`src/rtl/mips_dmem_arbiter_if.sv`:
```
// rtl/mips_dmem_arbiter_if.sv - CPU and loader/debug request ports plus data memory bus of the dmem arbiter
// d_lock is present only when MIPS_DMEM_ARB_LOCK_EN is defined.
interface mips_dmem_arbiter_if;
  logic        c_req;
  logic        c_we;
  logic [31:0] c_addr;
  logic [31:0] c_wdata;
  logic        c_ack;
  logic [31:0] c_rdata;

  logic        d_req;
  logic        d_we;
  logic [31:0] d_addr;
  logic [31:0] d_wdata;
  logic        d_ack;
  logic [31:0] d_rdata;
`ifdef MIPS_DMEM_ARB_LOCK_EN
  logic        d_lock;
`endif

  logic [31:0] mem_addr;
  logic [31:0] mem_wdata;
  logic        mem_read;
  logic        mem_write;
  logic [31:0] mem_rdata;

  logic        err;

  modport master (
`ifdef MIPS_DMEM_ARB_LOCK_EN
    input  d_lock,
`endif
    input  c_req, c_we, c_addr, c_wdata,
    output c_ack, c_rdata,
    input  d_req, d_we, d_addr, d_wdata,
    output d_ack, d_rdata,
    output mem_addr, mem_wdata, mem_read, mem_write,
    input  mem_rdata,
    output err
  );

  modport slave (
`ifdef MIPS_DMEM_ARB_LOCK_EN
    output d_lock,
`endif
    output c_req, c_we, c_addr, c_wdata,
    input  c_ack, c_rdata,
    output d_req, d_we, d_addr, d_wdata,
    input  d_ack, d_rdata,
    input  mem_addr, mem_wdata, mem_read, mem_write,
    output mem_rdata,
    input  err
  );
endinterface

```
`src/rtl/mips_dmem_arbiter.sv`:
```
// rtl/mips_dmem_arbiter.sv - round-robin CPU/debug arbiter for a single-port data memory (IDLE/ACCESS/RESP)
// Optional debug lock with 16-grant fairness escape is enabled by MIPS_DMEM_ARB_LOCK_EN.
module mips_dmem_arbiter (
  input logic                 clk,
  input logic                 rst,
  mips_dmem_arbiter_if.master bus
);

  typedef enum logic [1:0] {
    IDLE   = 2'd0,
    ACCESS = 2'd1,
    RESP   = 2'd2
  } state_t;

  state_t      state_q, state_d;
  logic        grant_q, grant_d;   // 1 = debug port
  logic        last_q,  last_d;    // port granted most recently, 1 = debug port
  logic [31:0] c_rdata_q, c_rdata_d;
  logic [31:0] d_rdata_q, d_rdata_d;
  logic        err_q, err_d;

  logic        sel_we;
  logic [31:0] sel_addr;
  logic [31:0] sel_wdata;
  logic        sel_oor;
  logic [31:0] rdata_val;

  logic        c_elig;
  logic        any_req;
  logic        win_d;

`ifdef MIPS_DMEM_ARB_LOCK_EN
  logic        lock_q, lock_d;
  logic [3:0]  lock_cnt_q, lock_cnt_d;
`endif

  always_ff @(posedge clk) begin
    if (rst) begin
      state_q   <= IDLE;
      grant_q   <= 1'b0;
      last_q    <= 1'b1;
      c_rdata_q <= 32'd0;
      d_rdata_q <= 32'd0;
      err_q     <= 1'b0;
`ifdef MIPS_DMEM_ARB_LOCK_EN
      lock_q     <= 1'b0;
      lock_cnt_q <= 4'd0;
`endif
    end else begin
      state_q   <= state_d;
      grant_q   <= grant_d;
      last_q    <= last_d;
      c_rdata_q <= c_rdata_d;
      d_rdata_q <= d_rdata_d;
      err_q     <= err_d;
`ifdef MIPS_DMEM_ARB_LOCK_EN
      lock_q     <= lock_d;
      lock_cnt_q <= lock_cnt_d;
`endif
    end
  end

  // Granted port's live request fields; requesters hold them stable until ack.
  always_comb begin
    if (grant_q) begin
      sel_we    = bus.d_we;
      sel_addr  = bus.d_addr;
      sel_wdata = bus.d_wdata;
    end else begin
      sel_we    = bus.c_we;
      sel_addr  = bus.c_addr;
      sel_wdata = bus.c_wdata;
    end
    sel_oor   = |sel_addr[31:8];
    rdata_val = (sel_we || sel_oor) ? 32'd0 : bus.mem_rdata;
  end

  always_comb begin
`ifdef MIPS_DMEM_ARB_LOCK_EN
    c_elig = bus.c_req & ~lock_q;
`else
    c_elig = bus.c_req;
`endif
    any_req = c_elig | bus.d_req;
    // D wins when alone, or on a tie when C held the previous grant.
    win_d   = bus.d_req & (~c_elig | ~last_q);
  end

  always_comb begin
    state_d   = state_q;
    grant_d   = grant_q;
    last_d    = last_q;
    c_rdata_d = c_rdata_q;
    d_rdata_d = d_rdata_q;
    err_d     = err_q;
`ifdef MIPS_DMEM_ARB_LOCK_EN
    lock_d     = lock_q;
    lock_cnt_d = lock_cnt_q;
`endif
    case (state_q)
      IDLE: begin
        if (any_req) begin
          state_d = ACCESS;
          grant_d = win_d;
          last_d  = win_d;
        end
      end
      ACCESS: begin
        state_d = RESP;
        if (grant_q) begin
          d_rdata_d = rdata_val;
        end else begin
          c_rdata_d = rdata_val;
        end
        err_d = err_q | sel_oor;
      end
      RESP: begin
        state_d = IDLE;
`ifdef MIPS_DMEM_ARB_LOCK_EN
        // The 16th consecutive locked grant drops the lock for one arbitration.
        if (grant_q && bus.d_lock) begin
          if (lock_cnt_q == 4'hF) begin
            lock_d     = 1'b0;
            lock_cnt_d = 4'd0;
          end else begin
            lock_d     = 1'b1;
            lock_cnt_d = lock_cnt_q + 4'd1;
          end
        end else begin
          lock_d     = 1'b0;
          lock_cnt_d = 4'd0;
        end
`endif
      end
      default: state_d = IDLE;
    endcase
  end

  always_comb begin
    bus.mem_addr  = sel_addr;
    bus.mem_wdata = sel_wdata;
    bus.mem_read  = 1'b0;
    bus.mem_write = 1'b0;
    bus.c_ack     = 1'b0;
    bus.d_ack     = 1'b0;
    case (state_q)
      ACCESS: begin
        if (!sel_oor) begin
          bus.mem_read  = ~sel_we;
          bus.mem_write = sel_we;
        end
      end
      RESP: begin
        if (grant_q) begin
          bus.d_ack = 1'b1;
        end else begin
          bus.c_ack = 1'b1;
        end
      end
      default: ;
    endcase
  end

  assign bus.c_rdata = c_rdata_q;
  assign bus.d_rdata = d_rdata_q;
  assign bus.err     = err_q;

endmodule

```
`src/flat_wrapper.sv`:
```
// flat-port wrapper written by rule: the top's interface ports become plain ports
module mips_dmem_arbiter_flat 
  (clk, rst, bus_c_req, bus_c_we, bus_c_addr, bus_c_wdata, bus_c_ack, bus_c_rdata, bus_d_req, bus_d_we, bus_d_addr, bus_d_wdata, bus_d_ack, bus_d_rdata, bus_mem_addr, bus_mem_wdata, bus_mem_read, bus_mem_write, bus_mem_rdata, bus_err);
  mips_dmem_arbiter_if bus_i ();
  input logic clk;
  input logic rst;
  input wire logic [$bits(bus_i.c_req)-1:0] bus_c_req;
  input wire logic [$bits(bus_i.c_we)-1:0] bus_c_we;
  input wire logic [$bits(bus_i.c_addr)-1:0] bus_c_addr;
  input wire logic [$bits(bus_i.c_wdata)-1:0] bus_c_wdata;
  output wire logic [$bits(bus_i.c_ack)-1:0] bus_c_ack;
  output wire logic [$bits(bus_i.c_rdata)-1:0] bus_c_rdata;
  input wire logic [$bits(bus_i.d_req)-1:0] bus_d_req;
  input wire logic [$bits(bus_i.d_we)-1:0] bus_d_we;
  input wire logic [$bits(bus_i.d_addr)-1:0] bus_d_addr;
  input wire logic [$bits(bus_i.d_wdata)-1:0] bus_d_wdata;
  output wire logic [$bits(bus_i.d_ack)-1:0] bus_d_ack;
  output wire logic [$bits(bus_i.d_rdata)-1:0] bus_d_rdata;
  output wire logic [$bits(bus_i.mem_addr)-1:0] bus_mem_addr;
  output wire logic [$bits(bus_i.mem_wdata)-1:0] bus_mem_wdata;
  output wire logic [$bits(bus_i.mem_read)-1:0] bus_mem_read;
  output wire logic [$bits(bus_i.mem_write)-1:0] bus_mem_write;
  input wire logic [$bits(bus_i.mem_rdata)-1:0] bus_mem_rdata;
  output wire logic [$bits(bus_i.err)-1:0] bus_err;
  assign bus_i.c_req = bus_c_req;
  assign bus_i.c_we = bus_c_we;
  assign bus_i.c_addr = bus_c_addr;
  assign bus_i.c_wdata = bus_c_wdata;
  assign bus_c_ack = bus_i.c_ack;
  assign bus_c_rdata = bus_i.c_rdata;
  assign bus_i.d_req = bus_d_req;
  assign bus_i.d_we = bus_d_we;
  assign bus_i.d_addr = bus_d_addr;
  assign bus_i.d_wdata = bus_d_wdata;
  assign bus_d_ack = bus_i.d_ack;
  assign bus_d_rdata = bus_i.d_rdata;
  assign bus_mem_addr = bus_i.mem_addr;
  assign bus_mem_wdata = bus_i.mem_wdata;
  assign bus_mem_read = bus_i.mem_read;
  assign bus_mem_write = bus_i.mem_write;
  assign bus_i.mem_rdata = bus_mem_rdata;
  assign bus_err = bus_i.err;
  mips_dmem_arbiter u_core (.clk(clk), .rst(rst), .bus(bus_i));
endmodule
```
`config.mk`:
```
export PLATFORM = sky130hd
export DESIGN_NAME = mips_dmem_arbiter_flat
export DESIGN_NICKNAME = d
export VERILOG_FILES = /design/src/rtl/mips_dmem_arbiter_if.sv /design/src/rtl/mips_dmem_arbiter.sv /design/src/flat_wrapper.sv
export SDC_FILE = /design/constraint.sdc
export NUM_CORES = 1
export LEC_CHECK = 0
export CORE_MARGIN = 8
export CORE_UTILIZATION = 32
export DETAILED_ROUTE_END_ITERATION = 6
export GPL_TIMING_DRIVEN = 0
export PLACE_DENSITY = 0.82
export SYNTH_ARGS = -nofsm -noshare
export SYNTH_HDL_FRONTEND = slang
export SYNTH_SLANG_ARGS = --single-unit
```
`constraint.sdc`:
```
create_clock -name clk -period 1.6 [get_ports clk]
set_input_delay 0.16 -clock clk [delete_from_list [all_inputs] [get_ports clk]]
set_output_delay 0.16 -clock clk [all_outputs]
set_load 0.005 [all_outputs]
```
==> results.sh <==
export IMPL_status="complete, but fails checks"
export IMPL_violations="negative setup slack"
export IMPL_synth_seq_cells=69
export IMPL_initial_core_util=0.327
export IMPL_cp_startpoint="u_core.grant_q$_SDFFE_PP0P_"
export IMPL_drive_gt1_frac=0.418
export IMPL_slowest_stage="dfxtp_4"
export IMPL_hold_buffers=0
export IMPL_path_buf_inv=3
export IMPL_crit_path_end="bus_mem_read"
export IMPL_final_cells=829
export IMPL_coreArea_um2=10300
export IMPL_maxSlewHeadroom=0.660
export IMPL_setup_worst_path_class="reg2out"
export IMPL_p_leak_nw=3.38
export IMPL_rsz0062_at_grt="true"
export IMPL_antenna_found_initial=0
export IMPL_path_max_fanout=3
export IMPL_htreeDepth=3
export IMPL_final_hold_viol_count=0
export IMPL_cp_cell_sequence="buf_8 > buf_6 > or2_4 > a221oi_4 > buf_2"
export IMPL_clock_sinks=69
export IMPL_finalCritPeriodShare=1.20
export IMPL_synthFlopType="dfxtp_1"
export IMPL_met1_usage=0.272
export IMPL_crit_cells=5
export IMPL_pin_count=299
export IMPL_syn_avg_cell_area_um2=9.95
export IMPL_worst_ep_arrival_time_ns=1.76
export IMPL_dp_hpwl_mm=14.5
export IMPL_vias=4283
export IMPL_setup_ws_ns=-0.322
export IMPL_max_stage_delay_ns=0.37
export IMPL_use_met3=0.114
export IMPL_end_kind="primary output"
export IMPL_timing_rr_end="u_core.bus.c_rdata[15]$_SDFFE_PP0P_"
export IMPL_drv_slew=0
export IMPL_final_area_um2=7640
export IMPL_skew_ns=0.0122
export IMPL_drv_cap=0
export IMPL_post_route_drc_count=0
export IMPL_max_freq_mhz=520
export IMPL_hp_start="bus_mem_rdata[30]"
export IMPL_grt_pass1_wl_mm=28.3
export IMPL_yosysTopAreaCellShare=0.411
export IMPL_yosysSeqAreaShare=0.411
export IMPL_drt_wl_total_mm=19.6
export IMPL_cts_tree="done"
export IMPL_diodes=0
export IMPL_cp_required_ns=1.44
export IMPL_met2_usage=0.458
export IMPL_synth_edf_count=0
export IMPL_grt_max_degree=15
export IMPL_min_path_type="in2reg"
export IMPL_power_mw=4.61
export IMPL_fin_hold_ws_ns=0.380
export IMPL_avgRoutedWirePerCell_um=23.7
export IMPL_ant_nets=0
export IMPL_async_reset_ff_frac=0
export IMPL_nNetsFinal=854
export IMPL_synth_warnings=0
export IMPL_busiest_layer="met2"
export IMPL_worst_path_dominant_cell_family="buffers and inverters"
export IMPL_drt_iter0_markers=205
export IMPL_clockBufferDepth=2
export IMPL_ctsRootBufferMaster="clkbuf_8"
export IMPL_synth_nets=504
export IMPL_area_growth_pct=127
export IMPL_tns_ns=-8.73
export IMPL_clk_pin_slew_ns=0.09
export IMPL_cts_inserted_buffers=9
export IMPL_netlist_area_um2=3360
export IMPL_ir_worst_vdd_mv=0.563
export IMPL_synth_most_common_cell="nand2_1"
export IMPL_tightestPinTransition_ns=0.510
export IMPL_worstRegToRegCells=6
export IMPL_core_rowCount=37
export IMPL_die_w_um=119
export IMPL_synth_commonest_cells="nand2_1, dfxtp_1, mux2_2"
export IMPL_syn_inst=338
export IMPL_gr_total_overflow=0
export IMPL_start_kind="flip-flop"
export IMPL_track_usage=0.259
export IMPL_synthTopCellsByArea="dfxtp_1, mux2_2, a32o_2"
export IMPL_finalCriticalPeriod_ns=1.92
export IMPL_dp_cells=772
export IMPL_via_per_inst=5.17
export IMPL_synth_top_area_cell="dfxtp_1"
export IMPL_reg2reg_setup_slack_ns=0.05
export IMPL_r2r_start="u_core.state_q[0]$_SDFFE_PP0P_"
export IMPL_clock_latency_ns=0.35
export IMPL_portBuffers=298
export IMPL_setup_viol=67
export IMPL_dpl_cell_area_um2=6520
export IMPL_die_h_um=119
export IMPL_die_area_um2=14100
export IMPL_place_gp_congestion=0.844
export IMPL_power_density_nw_per_um2=603
export IMPL_grt_pass1_vias=4618
export IMPL_synthDistinctLibCells=36
export IMPL_dr_pass1_iters=4
==> metal layers <==
layer | routed length [µm] | up-vias
li1 | - | 1956
met1 | 7260 | 2064
met2 | 9830 | 227
met3 | 2110 | 36
met4 | 418 | 0
met5 | 0 | -
==> cells in the final DEF (no fill, tap or decap), drive strengths merged, types with 2 or more instances in the layout <==
master / count
o21ai: 34
dlymetal6s2s: 11
clkdlybuf4s15: 7
a221oi: 2
nor2: 7
dfxtp: 69
clkdlybuf4s50: 182
clkbuf: 42
clkinvlp: 2
buf: 119
nand2: 70
a32o: 32
dlygate4sd2: 14
mux2: 64
nand3: 2
inv: 4
or4: 2
nor3b: 2
nor4: 11
clkinv: 2
==> registers in the layout (all words and copies together) (netlist names) <==
name and cells:
u_core.last_q 1, u_core.grant_q 1, u_core.bus.err 1, u_core.state_q 2
u_core.bus.d_rdata 32, u_core.bus.c_rdata 32
==> per-stage QoR <==
step	setup WS, ns	util
finish	-0.322	0.744
global route	-0.362	0.744
CTS	-0.306	0.716
detailed placement	-1.18	0.634
global placement	-1.18	0.634
floorplan	0.108	-
==> tightest hold or removal path, stage by stage <==
cell	delay [ns]
clkdlybuf4s50_1	0.42
nand2_1	0.07
o21ai_1	0.05
==> power breakdown <==
group / leakage, nW / switching [mW] / internal [mW]
clock: 0.0881 / 0.729 / 0.583
sequential: 0.557 / 0.0142 / 1.73
combinational: 2.73 / 0.558 / 0.998
==> cell families after synthesis <==
group | count (synthesis) | share of synthesized area
multiplexers | 64 | 0.214
buffers and inverters | 28 | 0.0413
flip-flops | 69 | 0.411
AO/OA/AOI/OAI | 71 | 0.170
AND/OR/NAND/NOR | 106 | 0.164
==> worst min-delay path by stage <==
stage	end	slack [ns]	cells after the start
floorplan	u_core.grant_q$_SDFFE_PP0P_	0.23	1
global placement	u_core.bus.d_rdata[28]$_SDFFE_PP0P_	0.43	2
detailed placement	u_core.bus.d_rdata[20]$_SDFFE_PP0P_	0.44	2
CTS	u_core.bus.d_rdata[27]$_SDFFE_PP0P_	0.37	3
global route	u_core.bus.d_rdata[6]$_SDFFE_PP0P_	0.39	3
finish	u_core.bus.d_rdata[30]$_SDFFE_PP0P_	0.38	3
==> timing repair <==
action,CTS,global route
gates resized for setup,495,85
gates cloned,4,5
setup buffers,32,9
pin swaps,26,17
setup endpoints to repair,131,133
==> area by class of cell <==
class / instances / area [µm²]
repair buffers: 339 / 3430
fillers: 718 / 2640
multi-input cells: 241 / 2190
flip-flops and latches: 69 / 1390
plain buffers: 27 / 283
well taps: 136 / 170
clock buffers: 9 / 124
clock inverters: 7 / 57.6
inverters: 1 / 3.75
No activity file was read; power rests on OpenSTA's default activity.
